## src/rtl/rv_pkg.sv

```systemverilog
// Shared RV32I definitions for the register file, ALU and decoder.
// Provides data/register widths, index/word types and the base opcodes.
package rv_pkg;

  localparam int unsigned XLEN   = 32;
  localparam int unsigned NREGS  = 32;
  localparam int unsigned REG_AW = $clog2(NREGS);

  typedef logic [REG_AW-1:0] reg_idx_t;
  typedef logic [XLEN-1:0]   word_t;

  typedef enum logic [6:0] {
    OPC_OP     = 7'b0110011,
    OPC_OP_IMM = 7'b0010011
  } opcode_e;

endpackage

```

## src/rtl/rf_array.sv

```systemverilog
// Storage array for the register file: NREGS x XLEN words.
// Ports:
//   clk_i      clock, rising edge
//   rst_ni     synchronous active-low clear of every entry
//   we_i       write enable
//   waddr_i    write address (writes to entry 0 are ignored)
//   wdata_i    write data
//   raddr0_i/raddr1_i/raddr2_i   combinational read addresses
//   rdata0_o/rdata1_o/rdata2_o   combinational read data
module rf_array
  import rv_pkg::*;
(
  input  logic     clk_i,
  input  logic     rst_ni,
  input  logic     we_i,
  input  reg_idx_t waddr_i,
  input  word_t    wdata_i,
  input  reg_idx_t raddr0_i,
  input  reg_idx_t raddr1_i,
  input  reg_idx_t raddr2_i,
  output word_t    rdata0_o,
  output word_t    rdata1_o,
  output word_t    rdata2_o
);

  word_t mem_q [NREGS];

  always_ff @(posedge clk_i) begin
    if (!rst_ni) begin
      for (int unsigned i = 0; i < NREGS; i++) begin
        mem_q[i] <= '0;
      end
    end else if (we_i && (waddr_i != '0)) begin
      mem_q[waddr_i] <= wdata_i;
    end
  end

  assign rdata0_o = mem_q[raddr0_i];
  assign rdata1_o = mem_q[raddr1_i];
  assign rdata2_o = mem_q[raddr2_i];

endmodule

```

## src/rtl/regfile_wb.sv

```systemverilog
// RV32I integer register file with a one-entry write-back staging register.
// Accepted write-backs are held in the stage for one cycle, then committed.
// Reads forward from the incoming write and the stage so dependent ops need
// no stall.
// Ports:
//   clk, rst_n            clock / synchronous active-low reset
//   rs1_addr, rs2_addr    operand read addresses
//   rdata1, rdata2        operand data (combinational, fully forwarded)
//   wb_valid, wb_rd, wb_data   write-back request
//   dbg_addr, dbg_data    architectural view: array plus stage, not incoming
//   wb_count              number of accepted (non-x0) write-backs, wrapping
module regfile_wb
  import rv_pkg::*;
(
  input  logic        clk,
  input  logic        rst_n,
  input  reg_idx_t    rs1_addr,
  input  reg_idx_t    rs2_addr,
  output word_t       rdata1,
  output word_t       rdata2,
  input  logic        wb_valid,
  input  reg_idx_t    wb_rd,
  input  word_t       wb_data,
  input  reg_idx_t    dbg_addr,
  output word_t       dbg_data,
  output logic [31:0] wb_count
);

  logic        stage_valid_q, stage_valid_d;
  reg_idx_t    stage_rd_q,    stage_rd_d;
  word_t       stage_data_q,  stage_data_d;
  logic [31:0] wb_count_q,    wb_count_d;

  logic  accept;
  word_t arr_rs1, arr_rs2, arr_dbg;

  assign accept = wb_valid && (wb_rd != '0);

  always_comb begin
    stage_valid_d = accept;
    stage_rd_d    = stage_rd_q;
    stage_data_d  = stage_data_q;
    wb_count_d    = wb_count_q;
    if (accept) begin
      stage_rd_d   = wb_rd;
      stage_data_d = wb_data;
      wb_count_d   = wb_count_q + 32'd1;
    end
  end

  always_ff @(posedge clk) begin
    if (!rst_n) begin
      stage_valid_q <= 1'b0;
      stage_rd_q    <= '0;
      stage_data_q  <= '0;
      wb_count_q    <= '0;
    end else begin
      stage_valid_q <= stage_valid_d;
      stage_rd_q    <= stage_rd_d;
      stage_data_q  <= stage_data_d;
      wb_count_q    <= wb_count_d;
    end
  end

  // The array's own reset clear takes priority over this commit, so a write
  // still in the stage when reset arrives is dropped.
  rf_array u_array (
    .clk_i    (clk),
    .rst_ni   (rst_n),
    .we_i     (stage_valid_q),
    .waddr_i  (stage_rd_q),
    .wdata_i  (stage_data_q),
    .raddr0_i (rs1_addr),
    .raddr1_i (rs2_addr),
    .raddr2_i (dbg_addr),
    .rdata0_o (arr_rs1),
    .rdata1_o (arr_rs2),
    .rdata2_o (arr_dbg)
  );

  // Youngest source wins: incoming write, then stage, then array.
  function automatic word_t fwd_read(reg_idx_t addr, word_t arr, logic use_incoming,
                                     logic wv, reg_idx_t wrd, word_t wdat,
                                     logic sv, reg_idx_t srd, word_t sdat);
    word_t r;
    r = arr;
    if (addr == '0)                        r = '0;
    else if (use_incoming && wv && wrd == addr) r = wdat;
    else if (sv && srd == addr)            r = sdat;
    return r;
  endfunction

  assign rdata1   = fwd_read(rs1_addr, arr_rs1, 1'b1, wb_valid, wb_rd, wb_data,
                             stage_valid_q, stage_rd_q, stage_data_q);
  assign rdata2   = fwd_read(rs2_addr, arr_rs2, 1'b1, wb_valid, wb_rd, wb_data,
                             stage_valid_q, stage_rd_q, stage_data_q);
  assign dbg_data = fwd_read(dbg_addr, arr_dbg, 1'b0, wb_valid, wb_rd, wb_data,
                             stage_valid_q, stage_rd_q, stage_data_q);
  assign wb_count = wb_count_q;

endmodule

```

## config.mk

```make
export PLATFORM = sky130hd
export DESIGN_NAME = regfile_wb
export DESIGN_NICKNAME = d
export VERILOG_FILES = /design/src/rtl/rv_pkg.sv /design/src/rtl/rf_array.sv /design/src/rtl/regfile_wb.sv
export SDC_FILE = /design/constraint.sdc
export NUM_CORES = 2
export LEC_CHECK = 0
export ABC_AREA = 0
export CAP_MARGIN = 20
export CORE_MARGIN = 4
export CORE_UTILIZATION = 50
export CTS_CLUSTER_SIZE = 10
export DETAILED_ROUTE_END_ITERATION = 7
export PLACE_DENSITY = 0.67
export SLEW_MARGIN = 20
export SYNTH_ARGS = -nofsm -noshare
export SYNTH_HDL_FRONTEND = slang
export SYNTH_SLANG_ARGS = --single-unit
```

## constraint.sdc

```tcl
create_clock -name clk -period 8.1 [get_ports clk]
set_input_delay 1.62 -clock clk [delete_from_list [all_inputs] [get_ports clk]]
set_output_delay 1.62 -clock clk [all_outputs]
set_load 0.01 [all_outputs]
```

**Word-level counts from Yosys, hierarchy flattened**

Memory sizes are Yosys's and may differ from the RTL's.
Index checks and enable logic that the tools add are counted.

- Bits in writable memories: 1024
- Flip-flop bits (word level): 70
- Input port bits: 55
- Output and inout bits: 128
- Memories kept: 1
- Word-level logic and storage cells: 39

Memories:

| memory | words | width | rd ports | clocked after Yosys merged registers in | write ports | RTL line | source |
|---|---|---|---|---|---|---|---|
| u_array.mem_q | 32 | 32 | 3 | 0 | 32 | rf_array.sv:26 | `word_t mem_q [NREGS];` |

- Eq/ne operators: 5
- Add/subtract/negate cells: 1
- Muxes and demuxes: 15
- Reductions and logical operators: 13

Operator list:

| kind | count |
|---|---|
| 32-bit two-way mux | 9 |
| 32-bit by 1-bit adder with 32-bit output, second input constant | 1 |
| 32-bit OR reduction | 1 |
| 5-bit equality test | 5 |
| 5-bit zero test | 3 |
| 5-bit nonzero test | 2 |
| 1-bit logical AND | 7 |
| 1-bit two-way mux | 5 |
| 5-bit two-way mux | 1 |

**Logic depth before layout (Yosys ltp)**

- Word-level depth: 7
- Gate-level depth with buffers: 11
- Mapped depth without buffers: 7

**Modules after synthesis**

A second synthesis with hierarchy kept.

- Cell total of the unflattened synthesis: 6500
- Area, all modules: 69638.0 µm²

Modules (own cells, without submodules):

| module | area an instance (µm²) | instances | cells an instance |
|---|---|---|---|
| rf_array | 64503.1 | 1 | 5767 |
| regfile_wb | 5134.9 | 1 | 733 |

**Least setup slack after synthesis**

Ideal clock, no wire load.

- Path type: input -> register
- Start point: input rst_n
- End point: memory u_array.mem_q[14][0] (netlist bit), enable pin
- Slack: 3.083 ns
- Buffers on the path: 2
- Cell stages on the path: 4
- Arrival time: 4.552 ns
- Path through: buf_2 > nand4b_1 > clkbuf_1 > o21ai_0

RTL lines:

| element | RTL line | source |
|---|---|---|
| start: declaration | regfile_wb.sv:16 | `input logic rst_n,` |
| end: declaration | rf_array.sv:26 |  |

**Final worst setup path**

- Start point: input rs2_addr[4]
- End point: output rdata2[8]

- Longest elaborated chain between the ends: 5

Ends and longest elaborated chain:

| element | RTL line | source |
|---|---|---|
| start: declaration | regfile_wb.sv:18 | `input reg_idx_t rs2_addr,` |
| parallel branches: the longest is 4 deep, another holds memory 32 x 32 bit | -- |  |
| 32-bit two-way mux (*) | regfile_wb.sv:87 | `if (addr == '0) r = '0;` |
| end: declaration | regfile_wb.sv:20 | `output word_t rdata2,` |

Mark *: on every way between the ends.

==> report_table.html <==
<table>
<tr><th>Metric</th><th>Value</th></tr>
<tr><th colspan="2">Final layout</th></tr>
<tr><td>Final-stage net count</td><td>5,494</td></tr>
<tr><td>Sequential cell area in the final layout</td><td>0.0322 mm²</td></tr>
<tr><td>Share of final-layout standard cells stronger than drive strength 1</td><td>17.6%</td></tr>
<tr><td>Most common cell after layout, fill and taps aside</td><td>edfxtp_1</td></tr>
<tr><td>Combined area of the multi-input logic cells</td><td>0.0330 mm²</td></tr>
<tr><td>Final-layout fill cell count</td><td>10,900</td></tr>
<tr><td>Leading cell types in the layout, fill and taps excluded</td><td>1,024 x edfxtp_1, 1,000 x and2_1, 698 x mux2i_1, 416 x mux4_2, 282 x nand2_1</td></tr>
<tr><td>Synthesis-to-finish area growth</td><td>11.1%</td></tr>
<tr><td>Utilization of the core after routing</td><td>56.1%</td></tr>
<tr><th colspan="2">Power and ir drop</th></tr>
<tr><td>Total power per unit cell area</td><td>191 mW/mm²</td></tr>
<tr><td>Peak supply drop</td><td>0.000203 V</td></tr>
<tr><td>P_leak</td><td>27.8 nW</td></tr>
<tr><td>Total power</td><td>0.0143 W</td></tr>
<tr><th colspan="2">Worst setup path</th></tr>
<tr><td>Largest fanout on the critical path</td><td>13</td></tr>
<tr><td>Required time reported for the critical path endpoint</td><td>6.48 ns</td></tr>
<tr><td>WS Path Type</td><td>input pin to primary output</td></tr>
<tr><td>Reg-to-Reg Start</td><td>stage_rd_q[4]</td></tr>
<tr><td>Critical Path Start Type</td><td>input pin</td></tr>
<tr><td>Nature of the critical path endpoint</td><td>primary output</td></tr>
<tr><td>WP data arrival</td><td>5.86 ns</td></tr>
<tr><td>First element of the critical path</td><td>rs2_addr[4]</td></tr>
<tr><th colspan="2">Global route</th></tr>
<tr><td>Antenna violations before repair</td><td>9</td></tr>
<tr><td>Number of global-route vias before repair</td><td>50,200</td></tr>
<tr><td>First-pass GRT wire length</td><td>380,000 µm</td></tr>
<tr><td>Maximum number of pins on one net before global-route repair</td><td>102</td></tr>
<tr><td>Total congestion overflow</td><td>0</td></tr>
<tr><td>Global routing usage summed across all routing layers</td><td>38.1%</td></tr>
<tr><th colspan="2">Synth</th></tr>
<tr><td>Cell type with the highest aggregate area in the netlist</td><td>edfxtp_1</td></tr>
<tr><td>Cell types occupying the most area after synthesis</td><td>edfxtp_1 46%, mux4_2 14%, mux2i_1 10%</td></tr>
<tr><td>Number of warnings issued by yosys</td><td>0</td></tr>
<tr><td>Sequential fraction of the synthesis area</td><td>47.6%</td></tr>
<tr><td>Post-synth EDFFs</td><td>1,024</td></tr>
<tr><td>Synthesized instance count</td><td>5,418</td></tr>
<tr><td>Top_reg_cell synth</td><td>edfxtp_1</td></tr>
<tr><td>Synth async-reset ratio</td><td>0%</td></tr>
<tr><td>Post-synthesis average cell area</td><td>12.5 µm²</td></tr>
<tr><td>Number of synthesized register bits</td><td>1,094</td></tr>
<tr><td>Count of distinct cell types in the synthesized netlist</td><td>85</td></tr>
<tr><td>Share of the synthesized area in the top cell type</td><td>45.5%</td></tr>
<tr><td>Area of the mapped netlist</td><td>0.0675 mm²</td></tr>
<tr><th colspan="2">Floorplan</th></tr>
<tr><td>Placeable Area</td><td>0.134 mm²</td></tr>
<tr><td>Row count</td><td>134</td></tr>
<tr><td>Initial Util</td><td>50.5%</td></tr>
<tr><td>Height of the die</td><td>376 µm</td></tr>
<tr><td>Die area</td><td>0.141 mm²</td></tr>
<tr><td>Top Ports</td><td>183</td></tr>
<tr><td>X dimension of the die</td><td>376 µm</td></tr>
<tr><th colspan="2">Timing</th></tr>
<tr><td>Clk_skew</td><td>0.0323 ns</td></tr>
<tr><td>Unrepaired setup endpoints after global routing</td><td>false</td></tr>
<tr><td>Final setup TNS</td><td>0 ns</td></tr>
<tr><td>Number of failing hold endpoints at the final stage</td><td>0</td></tr>
<tr><td>Max-slew headroom</td><td>19.5%</td></tr>
<tr><td>Slew @ Worst Pin</td><td>1.21 ns</td></tr>
<tr><td>Fmax</td><td>0.134 GHz</td></tr>
<tr><td>Final Slew Violations</td><td>0</td></tr>
<tr><td>Post-layout min period</td><td>7.48 ns</td></tr>
<tr><td>Final number of setup-violating endpoints</td><td>0</td></tr>
<tr><td>Tcrit/Tclk final</td><td>92.4%</td></tr>
<tr><th colspan="2">Route</th></tr>
<tr><td>Post-Route WL</td><td>275,000 µm</td></tr>
<tr><td>Total via count in the routed design</td><td>52,300</td></tr>
<tr><td>Per-cell via count in the routed design</td><td>7.18</td></tr>
<tr><td>Detailed Route Iter0 Violations</td><td>9,376</td></tr>
<tr><td>Pre-antenna DRT Iters</td><td>7</td></tr>
<tr><td>DRC errors left</td><td>0</td></tr>
<tr><td>Post-route ant nets</td><td>0</td></tr>
<tr><td>WL per Instance</td><td>37.8 µm</td></tr>
<tr><th colspan="2">Clocking</th></tr>
<tr><td>Number of buffers on the longest clock path</td><td>3</td></tr>
<tr><td>Clock latency on the worst-skew pair</td><td>0.80 ns</td></tr>
<tr><td>Hold bufs inserted after CTS</td><td>0</td></tr>
<tr><td>Post CTS Setup Buffer Count</td><td>0</td></tr>
<tr><td>Clock net sink count</td><td>1,094</td></tr>
<tr><td># resized after CTS</td><td>0</td></tr>
<tr><td>Clock slew at the register clock pins of the worst setup and hold paths</td><td>0.06 ns</td></tr>
<tr><td>Clock root buffer master</td><td>clkbuf_16</td></tr>
<tr><td>Clock tree from TritonCTS</td><td>built</td></tr>
<tr><td>Number of levels the H-tree was split into</td><td>4</td></tr>
<tr><td>Clock buffer count from CTS</td><td>133</td></tr>
<tr><th colspan="2">Placed design</th></tr>
<tr><td>Placer congestion estimate</td><td>1.04</td></tr>
<tr><td>Number of input and output port buffers inserted</td><td>182</td></tr>
<tr><td>HPWL after detailed placement</td><td>179,000 µm</td></tr>
<tr><th colspan="2">Run</th></tr>
<tr><td>Reported max-cap violation count</td><td>0</td></tr>
<tr><th colspan="2">Status</th></tr>
<tr><td>Status</td><td>completed</td></tr>
<tr><th colspan="2">Min path</th></tr>
<tr><td>Hold Crit Class</td><td>flop to flop</td></tr>
<tr><td>Startpoint of the most critical hold path</td><td>stage_data_q[8]</td></tr>
</table>
logic make-up (layout without fill, tap and decap cells):
| kind of cell | Yosys count | in the layout | share of synthesized area (%) |
|---|---|---|---|
| AOI/OAI and AO/OA | 797 | 797 | 7.96 |
| xor gates and xnor gates | 49 | 49 | 0.635 |
| adders and majority gates | 1 | 1 | 0.0185 |
| buffers and inverters | 580 | 639 | 4.45 |
| DFF | 1094 | 1094 | 47.6 |
| muxes | 1145 | 1145 | 24.8 |
| other | 1 | 34 | 0.00555 |
| and+or+nand+nor | 1751 | 1751 | 14.5 |
worst max-delay path, stage by stage:
cell             delay (ns)
clkdlybuf4s50_1        1.02
and4b_1                0.54
a22o_1                 0.31
a221oi_1               0.20
o221ai_1               0.39
nor3_1                 0.91
a221o_1                0.28
clkdlybuf4s50_1        0.57
synth_stat cells, drive strengths merged (10+ instances only):
cell type  count
o221ai        31
mux4         418
a31oi         23
dfxtp         70
a22o          16
nor4          30
mux2          29
mux2i        698
buf          282
o2111ai       16
edfxtp      1024
nor2b         11
nor3          48
clkbuf       278
a22oi        187
a32oi         15
and3          10
inv           16
a21oi        101
and2        1000
nand2        283
a221oi        27
nor2         187
xor2          42
o22ai        212
o21ai        113
nand4         41
a221o         21
nand3         90
where the power goes:
part | total [W] | switching (W) | leakage, nW | internal, W
clock network | 0.00550 | 0.00240 | 1.85 | 0.00310
logic | 0.00223 | 0.00140 | 14.8 | 0.000829
registers | 0.00657 | 0.000196 | 11.1 | 0.00637
total | 0.0143 | 0.00400 | 27.8 | 0.0103
layout make-up:
type | count | area share (%)
inverter | 20 | 0.103
sequential | 1094 | 42.8
antenna | 2 | 0.00667
tap | 1768 | 2.95
clock inverter | 24 | 0.233
timing repair buffer | 414 | 5.01
clock buffer | 181 | 4.83
multi-input combinational | 3775 | 44.0
flip-flops by register name (all words and copies together) (netlist names):
signal         count
stage_data_q      32
stage_rd_q         5
stage_valid_q      1
u_array.mem_q   1024
wb_count          32
stage by stage:
step	std cells	area, µm²	setup slack (ns)	hold slack (ns)
2_1_floorplan	5449	67700	3.08	0.499
5_1_grt	7276	75100	0.572	0.522
4_1_cts	7275	75000	0.805	0.502
6_report	7278	75100	0.617	0.504
3_3_place_gp	7070	71200	0.871	0.475
3_5_place_dp	7070	71200	0.832	0.493
metal layers:
metal / GRT usage [%] / vias up / routed length, µm
li1: - / 20700 / -
met1: 48.5 / 26000 / 94700
met2: 55.3 / 4647 / 117000
met3: 11.7 / 930 / 39100
met4: 27.1 / 6 / 24000
met5: 0.789 / - / 197
worst paths after layout:
kind,endpoint,slack [ns],cells after the start
worst min register to register,stage_data_q[8],0.50,2
worst max-delay path,rdata2[8],0.62,8
worst min-delay path,stage_data_q[8],0.50,2
worst max register to register,u_array.mem_q[20][11],4.40,5
Note: power is estimated with default switching activity, not from simulation.
